===== src/rtl/hazard_pkg.sv =====
// +--------------------------------------------------------------------------+
// | hazard_pkg : shared encodings and helpers for the hazard scoreboard       |
// | Revision   : 1.0                                                          |
// +--------------------------------------------------------------------------+
`default_nettype none

package hazard_pkg;

    typedef enum logic [1:0] {
        LAT_ALU  = 2'd0,
        LAT_LOAD = 2'd1,
        LAT_MUL  = 2'd2,
        LAT_RSVD = 2'd3
    } lat_cls_e;

    localparam int FWD_RF = 0;

    // Reserved class falls back to ALU timing.
    function automatic int lat_of(input logic [1:0] cls,
                                  input int alu_lat,
                                  input int load_lat,
                                  input int mul_lat);
        case (cls)
            LAT_LOAD: return load_lat;
            LAT_MUL:  return mul_lat;
            default:  return alu_lat;
        endcase
    endfunction

endpackage

`default_nettype wire


===== src/rtl/hazard_sb_entry.sv =====
// +--------------------------------------------------------------------------+
// | hazard_sb_entry : busy/age/cnt tracking for one architectural register    |
// | Revision        : 1.0                                                     |
// +--------------------------------------------------------------------------+
`default_nettype none

module hazard_sb_entry #(
    parameter int PIPE_DEPTH = 3,
    parameter int FLUSH_AGE  = 1,
    parameter int FW         = 2
) (
    input  logic          clk,
    input  logic          rst,
    input  logic          issue_i,
    input  logic [FW-1:0] issue_cnt_i,
    input  logic          flush_i,
    output logic          busy_o,
    output logic [FW-1:0] age_o,
    output logic [FW-1:0] cnt_o
);

    localparam logic [FW-1:0] c_LAST_AGE = FW'(PIPE_DEPTH);

    logic          busy_q, busy_d;
    logic [FW-1:0] age_q,  age_d;
    logic [FW-1:0] cnt_q,  cnt_d;

    // Issue beats both flush-kill and writeback retirement of the old entry.
    always_comb begin
        busy_d = busy_q;
        age_d  = age_q;
        cnt_d  = cnt_q;
        if (issue_i) begin
            busy_d = 1'b1;
            age_d  = FW'(1);
            cnt_d  = issue_cnt_i;
        end else if (busy_q) begin
            if ((flush_i && (int'(age_q) <= FLUSH_AGE)) || (age_q == c_LAST_AGE)) begin
                busy_d = 1'b0;
                age_d  = '0;
                cnt_d  = '0;
            end else begin
                age_d = age_q + FW'(1);
                cnt_d = (cnt_q == '0) ? '0 : cnt_q - FW'(1);
            end
        end
    end

    always_ff @(posedge clk) begin
        if (rst) begin
            busy_q <= 1'b0;
            age_q  <= '0;
            cnt_q  <= '0;
        end else begin
            busy_q <= busy_d;
            age_q  <= age_d;
            cnt_q  <= cnt_d;
        end
    end

    assign busy_o = busy_q;
    assign age_o  = age_q;
    assign cnt_o  = cnt_q;

endmodule

`default_nettype wire


===== src/rtl/hazard_scoreboard.sv =====
// +--------------------------------------------------------------------------+
// | hazard_scoreboard : per-register write scoreboard with RAW/WAW decode     |
// | Optional macro HAZARD_FWD_EN enables operand forwarding.                  |
// | Revision          : 1.0                                                   |
// +--------------------------------------------------------------------------+
`default_nettype none

module hazard_scoreboard
    import hazard_pkg::*;
#(
    parameter int NREG       = 4,
    parameter int PIPE_DEPTH = 3,
    parameter int ALU_LAT    = 1,
    parameter int LOAD_LAT   = 2,
    parameter int MUL_LAT    = 3,
    parameter int FLUSH_AGE  = 1,
    localparam int RW        = $clog2(NREG),
    localparam int FW        = $clog2(PIPE_DEPTH + 1)
) (
    input  logic            clk,
    input  logic            rst,
    input  logic            id_valid,
    input  logic            id_use_a,
    input  logic            id_use_b,
    input  logic [RW-1:0]   id_src_a,
    input  logic [RW-1:0]   id_src_b,
    input  logic            id_wr_en,
    input  logic [RW-1:0]   id_dst,
    input  logic [1:0]      id_lat_cls,
    input  logic            flush,
    output logic            stall,
    output logic [FW-1:0]   fwd_sel_a,
    output logic [FW-1:0]   fwd_sel_b,
    output logic [NREG-1:0] busy_vec
);

    if (ALU_LAT < 1 || ALU_LAT > PIPE_DEPTH ||
        LOAD_LAT < 1 || LOAD_LAT > PIPE_DEPTH ||
        MUL_LAT < 1 || MUL_LAT > PIPE_DEPTH) begin : g_bad_lat
        $error("hazard_scoreboard: latencies must lie in 1..PIPE_DEPTH");
    end

    logic [NREG-1:0] w_busy;
    logic [FW-1:0]   w_age [NREG];
    logic [FW-1:0]   w_cnt [NREG];
    logic [FW-1:0]   w_lat;
    logic [FW-1:0]   w_issue_cnt;
    logic            w_issue;

    assign w_lat       = FW'(lat_of(id_lat_cls, ALU_LAT, LOAD_LAT, MUL_LAT));
    assign w_issue_cnt = w_lat - FW'(1);
    assign w_issue     = id_valid & id_wr_en & ~stall & ~flush;

    for (genvar i = 0; i < NREG; i++) begin : g_entry
        hazard_sb_entry #(
            .PIPE_DEPTH (PIPE_DEPTH),
            .FLUSH_AGE  (FLUSH_AGE),
            .FW         (FW)
        ) u_entry (
            .clk         (clk),
            .rst         (rst),
            .issue_i     (w_issue && (id_dst == RW'(i))),
            .issue_cnt_i (w_issue_cnt),
            .flush_i     (flush),
            .busy_o      (w_busy[i]),
            .age_o       (w_age[i]),
            .cnt_o       (w_cnt[i])
        );
    end

    logic          w_raw_a, w_raw_b, w_waw;
    logic [FW-1:0] w_sel_a, w_sel_b;

    always_comb begin
        w_raw_a = 1'b0;
        w_raw_b = 1'b0;
        w_sel_a = FW'(FWD_RF);
        w_sel_b = FW'(FWD_RF);
`ifdef HAZARD_FWD_EN
        if (id_use_a && w_busy[id_src_a]) begin
            if (w_cnt[id_src_a] != '0) w_raw_a = 1'b1;
            else                       w_sel_a = w_age[id_src_a];
        end
        if (id_use_b && w_busy[id_src_b]) begin
            if (w_cnt[id_src_b] != '0) w_raw_b = 1'b1;
            else                       w_sel_b = w_age[id_src_b];
        end
`else
        w_raw_a = id_use_a && w_busy[id_src_a];
        w_raw_b = id_use_b && w_busy[id_src_b];
`endif
        // A shorter write must not retire ahead of an older, longer one.
        w_waw = id_wr_en && w_busy[id_dst] && (w_cnt[id_dst] >= w_lat);
    end

`ifndef HAZARD_FWD_EN
    logic [NREG*FW-1:0] w_unused_age;
    for (genvar j = 0; j < NREG; j++) begin : g_unused_age
        assign w_unused_age[j*FW +: FW] = w_age[j];
    end
`endif

    assign stall     = id_valid & (w_raw_a | w_raw_b | w_waw);
    assign fwd_sel_a = w_sel_a;
    assign fwd_sel_b = w_sel_b;
    assign busy_vec  = w_busy;

endmodule

`default_nettype wire


===== config.mk =====
export PLATFORM = sky130hd
export DESIGN_NAME = hazard_scoreboard
export DESIGN_NICKNAME = d
export VERILOG_FILES = /design/src/rtl/hazard_pkg.sv /design/src/rtl/hazard_sb_entry.sv /design/src/rtl/hazard_scoreboard.sv
export SDC_FILE = /design/constraint.sdc
export NUM_CORES = 1
export LEC_CHECK = 0
export CORE_MARGIN = 10
export CORE_UTILIZATION = 52
export CTS_CLUSTER_SIZE = 40
export DETAILED_ROUTE_END_ITERATION = 8
export PLACE_DENSITY_LB_ADDON = 0.15
export SYNTH_ARGS = -nofsm -noshare
export SYNTH_HDL_FRONTEND = slang
export SYNTH_SLANG_ARGS = --single-unit

===== constraint.sdc =====
create_clock -name clk -period 3.8 [get_ports clk]
set_clock_uncertainty 0.15 [all_clocks]
set_input_delay 0.76 -clock clk [delete_from_list [all_inputs] [get_ports clk]]
set_output_delay 0.76 -clock clk [all_outputs]
set_load 0.05 [all_outputs]

# Word-level counts from Yosys, hierarchy flattened
# Cells that the tools add are included.
dict set report classes {
  add_sub_neg 9
  bitwise 9
  reduce_logical 29
  muxes 50
  n_lt_le_gt_ge 9
  eq_ne 9
}
# op n
set op_table {}
lappend op_table {{two-way mux 2 bit} 22}
lappend op_table {{two-way mux 1 bit} 23}
lappend op_table {{equality test 2 bit (second input constant)} 7}
lappend op_table {{logical AND 1 bit} 12}
lappend op_table {{logical NOT 2 bit} 5}
lappend op_table {{subtractor 2 x 1 -> 2 bit (second input constant)} 5}
lappend op_table {{< comparator 2 x 3 -> 1 bit (second input constant)} 3}
lappend op_table {{adder 2 x 1 -> 2 bit (second input constant)} 4}
lappend op_table {{<= comparator 2 x 1 -> 1 bit (second input constant)} 4}
lappend op_table {{nonzero test 2 bit} 4}
lappend op_table {{OR reduction 2 bit} 4}
lappend op_table {{binary-select mux 1 bit (select 2 bit)} 3}
lappend op_table {{AND 1 bit} 4}
lappend op_table {{binary-select mux 2 bit (select 2 bit)} 1}
lappend op_table {{equality test 2 x 1 -> 1 bit (second input constant)} 2}
lappend op_table {{logical OR 1 bit} 4}
lappend op_table {{case mux 2 bit (2 select lines)} 1}
lappend op_table {{>= comparator 3 bit (second input constant)} 1}
lappend op_table {{inverter 2 -> 3 bit} 1}
lappend op_table {{>= comparator 2 bit} 1}
lappend op_table {{inverter 1 bit} 2}
lappend op_table {{bitwise OR 1 bit} 2}
dict set report totals {
  in_bits 15
  regBits 20
  output_inout_bits 9
  word_cells 131
}

# Logic depth before layout (Yosys ltp)
dict set report depth {
  word_depth 13
  depth_mapped 8
  ltp_nobuf 8
}

# By module
# A second synthesis with hierarchy kept.
dict set report unflattened {
  cells_unflattened 141
  area_unflattened_um2 1315.0
}
# mod area_each_um2 instances cells_per_inst seq_area_each_um2
set by_module_without_submodules {}
lappend by_module_without_submodules {hazard_sb_entry 239.0 4 27 100.1}
lappend by_module_without_submodules {hazard_scoreboard 359.1 1 33 0.0}

# Least setup slack after synthesis
# No wires, ideal clock.
dict set report synth_timing {
  path_kind {input to output}
  startpoint {input id_dst[0]}
  endpoint {output stall}
  required_ps 2890
  path_buffers 1
  path_slack_ps 173
  arrival_ps 2717
  path_stages 8
  path_cell_list {clkbuf_1 mux4_2 inv_1 ha_1 nand2b_1 a21oi_1 o31ai_1 and2_1}
}
dict set report synth_between {
  elab_chain_cells 8
  elab_cells_between_ends 11
  classes_between {order compare (1); mux (5); bitwise (3); reduce/logical (2)}
}
# element line
set synth_lines {}
lappend synth_lines {{start: declaration} hazard_scoreboard.sv:28} ;# input logic [RW-1:0] id_dst,
lappend synth_lines {{inverter 2 -> 3 bit (implied by the code)} hazard_scoreboard.sv:93} ;# w_waw = id_wr_en && w_busy[id_dst] && (w_cnt[id_dst] >= w_lat);
lappend synth_lines {{binary-select mux 2 bit (select 2 bit)} hazard_scoreboard.sv:93}
lappend synth_lines {{two-way mux 2 bit (implied by the code) (2 in series)} hazard_scoreboard.sv:93}
lappend synth_lines {{>= comparator 2 bit} hazard_scoreboard.sv:93}
lappend synth_lines {{logical AND 1 bit *} hazard_scoreboard.sv:93}
lappend synth_lines {{bitwise OR 1 bit *} hazard_scoreboard.sv:103} ;# assign stall = id_valid & (w_raw_a | w_raw_b | w_waw);
lappend synth_lines {{AND 1 bit *} hazard_scoreboard.sv:103}
lappend synth_lines {{end: declaration} hazard_scoreboard.sv:31} ;# output logic stall,
# Every way passes the cells marked *; elsewhere a longest branch is shown, timed or not. The select of a mux whose other input is x is not followed.

# Worst setup path in the final report
# Same ends and word-level chain as after synthesis.

==> metrics <==
Row Count=18; FF-to-FF End=g_entry[0].u_entry.cnt_o[0]$_SDFFE_PP0P_; core footprint=2500 sq um; Yosys cell types=29; Tmin final=3.724 ns; setup violators final=0; Critical Path Sink=stall; grt total ovfl=0; FF+latch count, synth=20; WS Path Type=input port to output pin; Mapped Avg Cell Area=9.304 sq um; post-DP HPWL=2465 um; Max Cap Violations=0; Critical Path AT=2.81 ns; die width=71.64 um; full die area=5132 sq um; Total Power=0.3825 mW; maximum VDD drop=200.4 uV; DR WL/cell=16.28 um; Reg2Reg Setup Slack=1.44 ns; crit end category=output pin; gr usage total=12.24%; ant diodes=0; initial core utilization=55.46%; CTS tree=done; Reg clk slew, reported paths=0.11 ns; Netlist Area Pre-Place=1386 sq um; CP Launch Point=id_dst[0]; height of the die=71.64 um; DRC violations left=0; synth warn=0; vias post-DR=1,073; status=finished clean; num ports=24; Layout Nets=181; Vias/cell=5.647; First-pass DRT Iterations=6; Worst Path Max Fanout=2; Fin. Hold Viols=0; P_leak=0.6183 nW; vias in the first global route=1,127; Root Driver=clkbuf_4; WL final=3093 um; initial antenna violation count=0; first-pass GRT wire length=5161 um; Sum Neg Setup Slack=0 ns; # Post-CTS Setup Buffers=0; worst skew pair latency=0.30 ns; fill count=218; P&R area growth vs syn=11.55%; Max Root-Sink Buffers=2; layout cells sized above 1=15.00%; PD cells=247.4 nW/um^2; Least-Margin Pin Slew=0.7713 ns; clk sinks=20; relative slew slack=48.42%; total CTS buffers=3; Post-DRT Antenna Nets=0; max-slew violations=0; register area share after synthesis=28.88%; IO buf count=19; Mapped Cells=149; Reg2Reg Launch Point=g_entry[3].u_entry.cnt_o[0]$_SDFFE_PP0P_; Placer Congestion=0.8095; crit share post-route=98.00%; Worst EP required=2.89 ns; htree depth=1; worst r2r path cells=8; pin count of the biggest net entering global routing=23; RSZ-0062 raised after global routing=no; DRT iter0 DRCs=32; HP Class=register to register; fmax=268.5 MHz; startpoint types=input port
## critical path, cell delays in order
cell             delay, ns
clkdlybuf4s50_1       0.50
mux4_2                0.51
inv_1                 0.07
ha_1                  0.21
nand2b_1              0.16
a21oi_2               0.16
o31ai_1               0.08
and2_1                0.18
buf_4                 0.19
## repair_timing
action / in CTS / in global routing
resized for setup: 0 / 1
endpoints found under the hold margin: 0 / 0
hold buffers: 0 / 0
endpoints found under the setup margin: 0 / 1
## cell type report
cell class                 instances  area, sq um  area share (%)
timing repair buffer              22        210.2           13.59
tap                               30        37.54           2.427
sequential                        20        400.4           25.89
inverter                          11        41.29           2.670
clock buffer                       3        22.52           1.456
multi-input combinational        104        834.6           53.96
## stage by stage
stage               hold WS, ns  utilization (%)  setup WS, ns  cell area, sq um  std cells
floorplan                0.3461                -        0.1729              1398        152
global placement         0.3583            60.81        0.1261              1520        187
detailed placement       0.3857            60.81       0.05571              1520        187
CTS                      0.4078            61.71       0.05348              1543        190
global route             0.4506            61.86       0.03241              1546        190
finish                   0.4089            61.86       0.07605              1546        190
## state kept, by name, summed over array words and instances, names as in the netlist
register and count:
g_entry.u_entry.age_o 8, g_entry.u_entry.busy_o 4, g_entry.u_entry.cnt_o 8
## kinds of logic after synthesis
logic type,count (synthesis),share of synthesized area [%]
AO/OA/AOI/OAI,27,14.62
adder cells (fa/ha/maj),4,3.610
buffers and inverters,28,12.00
multiplexers,26,24.46
other,1,0.2705
flip-flops,20,28.88
AND/OR/NAND/NOR,43,16.15
## layout by cell type (no fill, tap or decap), types with 5 or more instances in the layout
| master | instances |
|---|---|
| dfxtp_1 | 20 |
| clkdlybuf4s50_1 | 18 |
| mux2i_1 | 14 |
| nand2_1 | 13 |
| inv_1 | 11 |
| a21oi_1 | 11 |
| nor2_1 | 10 |
| nand2b_1 | 7 |
| and2_1 | 5 |
## synthesized netlist by cell type
library cell   n  area, sq um
o211ai_1       1        7.510
a21oi_1       12        60.06
buf_2          1        5.000
nor3b_1        2        15.01
o211ai_2       4        50.05
nor3_1         1        5.000
nand3b_1       1        7.510
mux2_2         4        45.04
mux2i_1       14        140.1
nor2_1        10        37.54
a211o_1        4        35.03
nand2_1       13        48.80
and2_1         5        31.28
conb_1         1        3.750
o31ai_1        1        7.510
nand2b_1       7        43.79
mux4_1         1        26.28
mux4_2         3        67.56
a31oi_1        1        6.260
mux2_4         4        60.06
clkbuf_1       4        15.01
ha_1           4        50.05
buf_4          8        60.06
o21ai_0        3        15.01
a22oi_4        1        21.27
dfxtp_1       20        400.4
buf_6          4        45.04
nand4b_1       4        35.03
inv_1         11        41.29
## power by group
part	switching [mW]	total, mW	internal (mW)
Combinational	0.0376	0.0674	0.0298
Clock	0.0625	0.0995	0.0370
Sequential	0.00348	0.216	0.212
Total	0.104	0.383	0.279
## worst min-delay path by stage
stage	start	to	slack [ns]	cells after the start
global route	g_entry[0].u_entry.age_o[0]$_SDFFE_PP0P_	g_entry[0].u_entry.age_o[0]$_SDFFE_PP0P_	0.45	2
finish	g_entry[0].u_entry.age_o[0]$_SDFFE_PP0P_	g_entry[0].u_entry.age_o[0]$_SDFFE_PP0P_	0.41	2
detailed placement	g_entry[0].u_entry.age_o[0]$_SDFFE_PP0P_	g_entry[0].u_entry.age_o[0]$_SDFFE_PP0P_	0.39	2
global placement	g_entry[0].u_entry.age_o[0]$_SDFFE_PP0P_	g_entry[0].u_entry.age_o[0]$_SDFFE_PP0P_	0.36	2
CTS	g_entry[0].u_entry.age_o[0]$_SDFFE_PP0P_	g_entry[0].u_entry.age_o[0]$_SDFFE_PP0P_	0.41	2
floorplan	g_entry[0].u_entry.age_o[0]$_SDFFE_PP0P_	g_entry[0].u_entry.age_o[0]$_SDFFE_PP0P_	0.35	2
## per-layer routing
| metal | wire length, um | GRT usage [%] |
|---|---|---|
| met1 | 1340 | 12.77 |
| met4 | 65 | 5.161 |
| met3 | 104 | 3.581 |
| met5 | 0 | 0 |
| met2 | 1582 | 22.16 |
(Power assumes the default switching activity.)
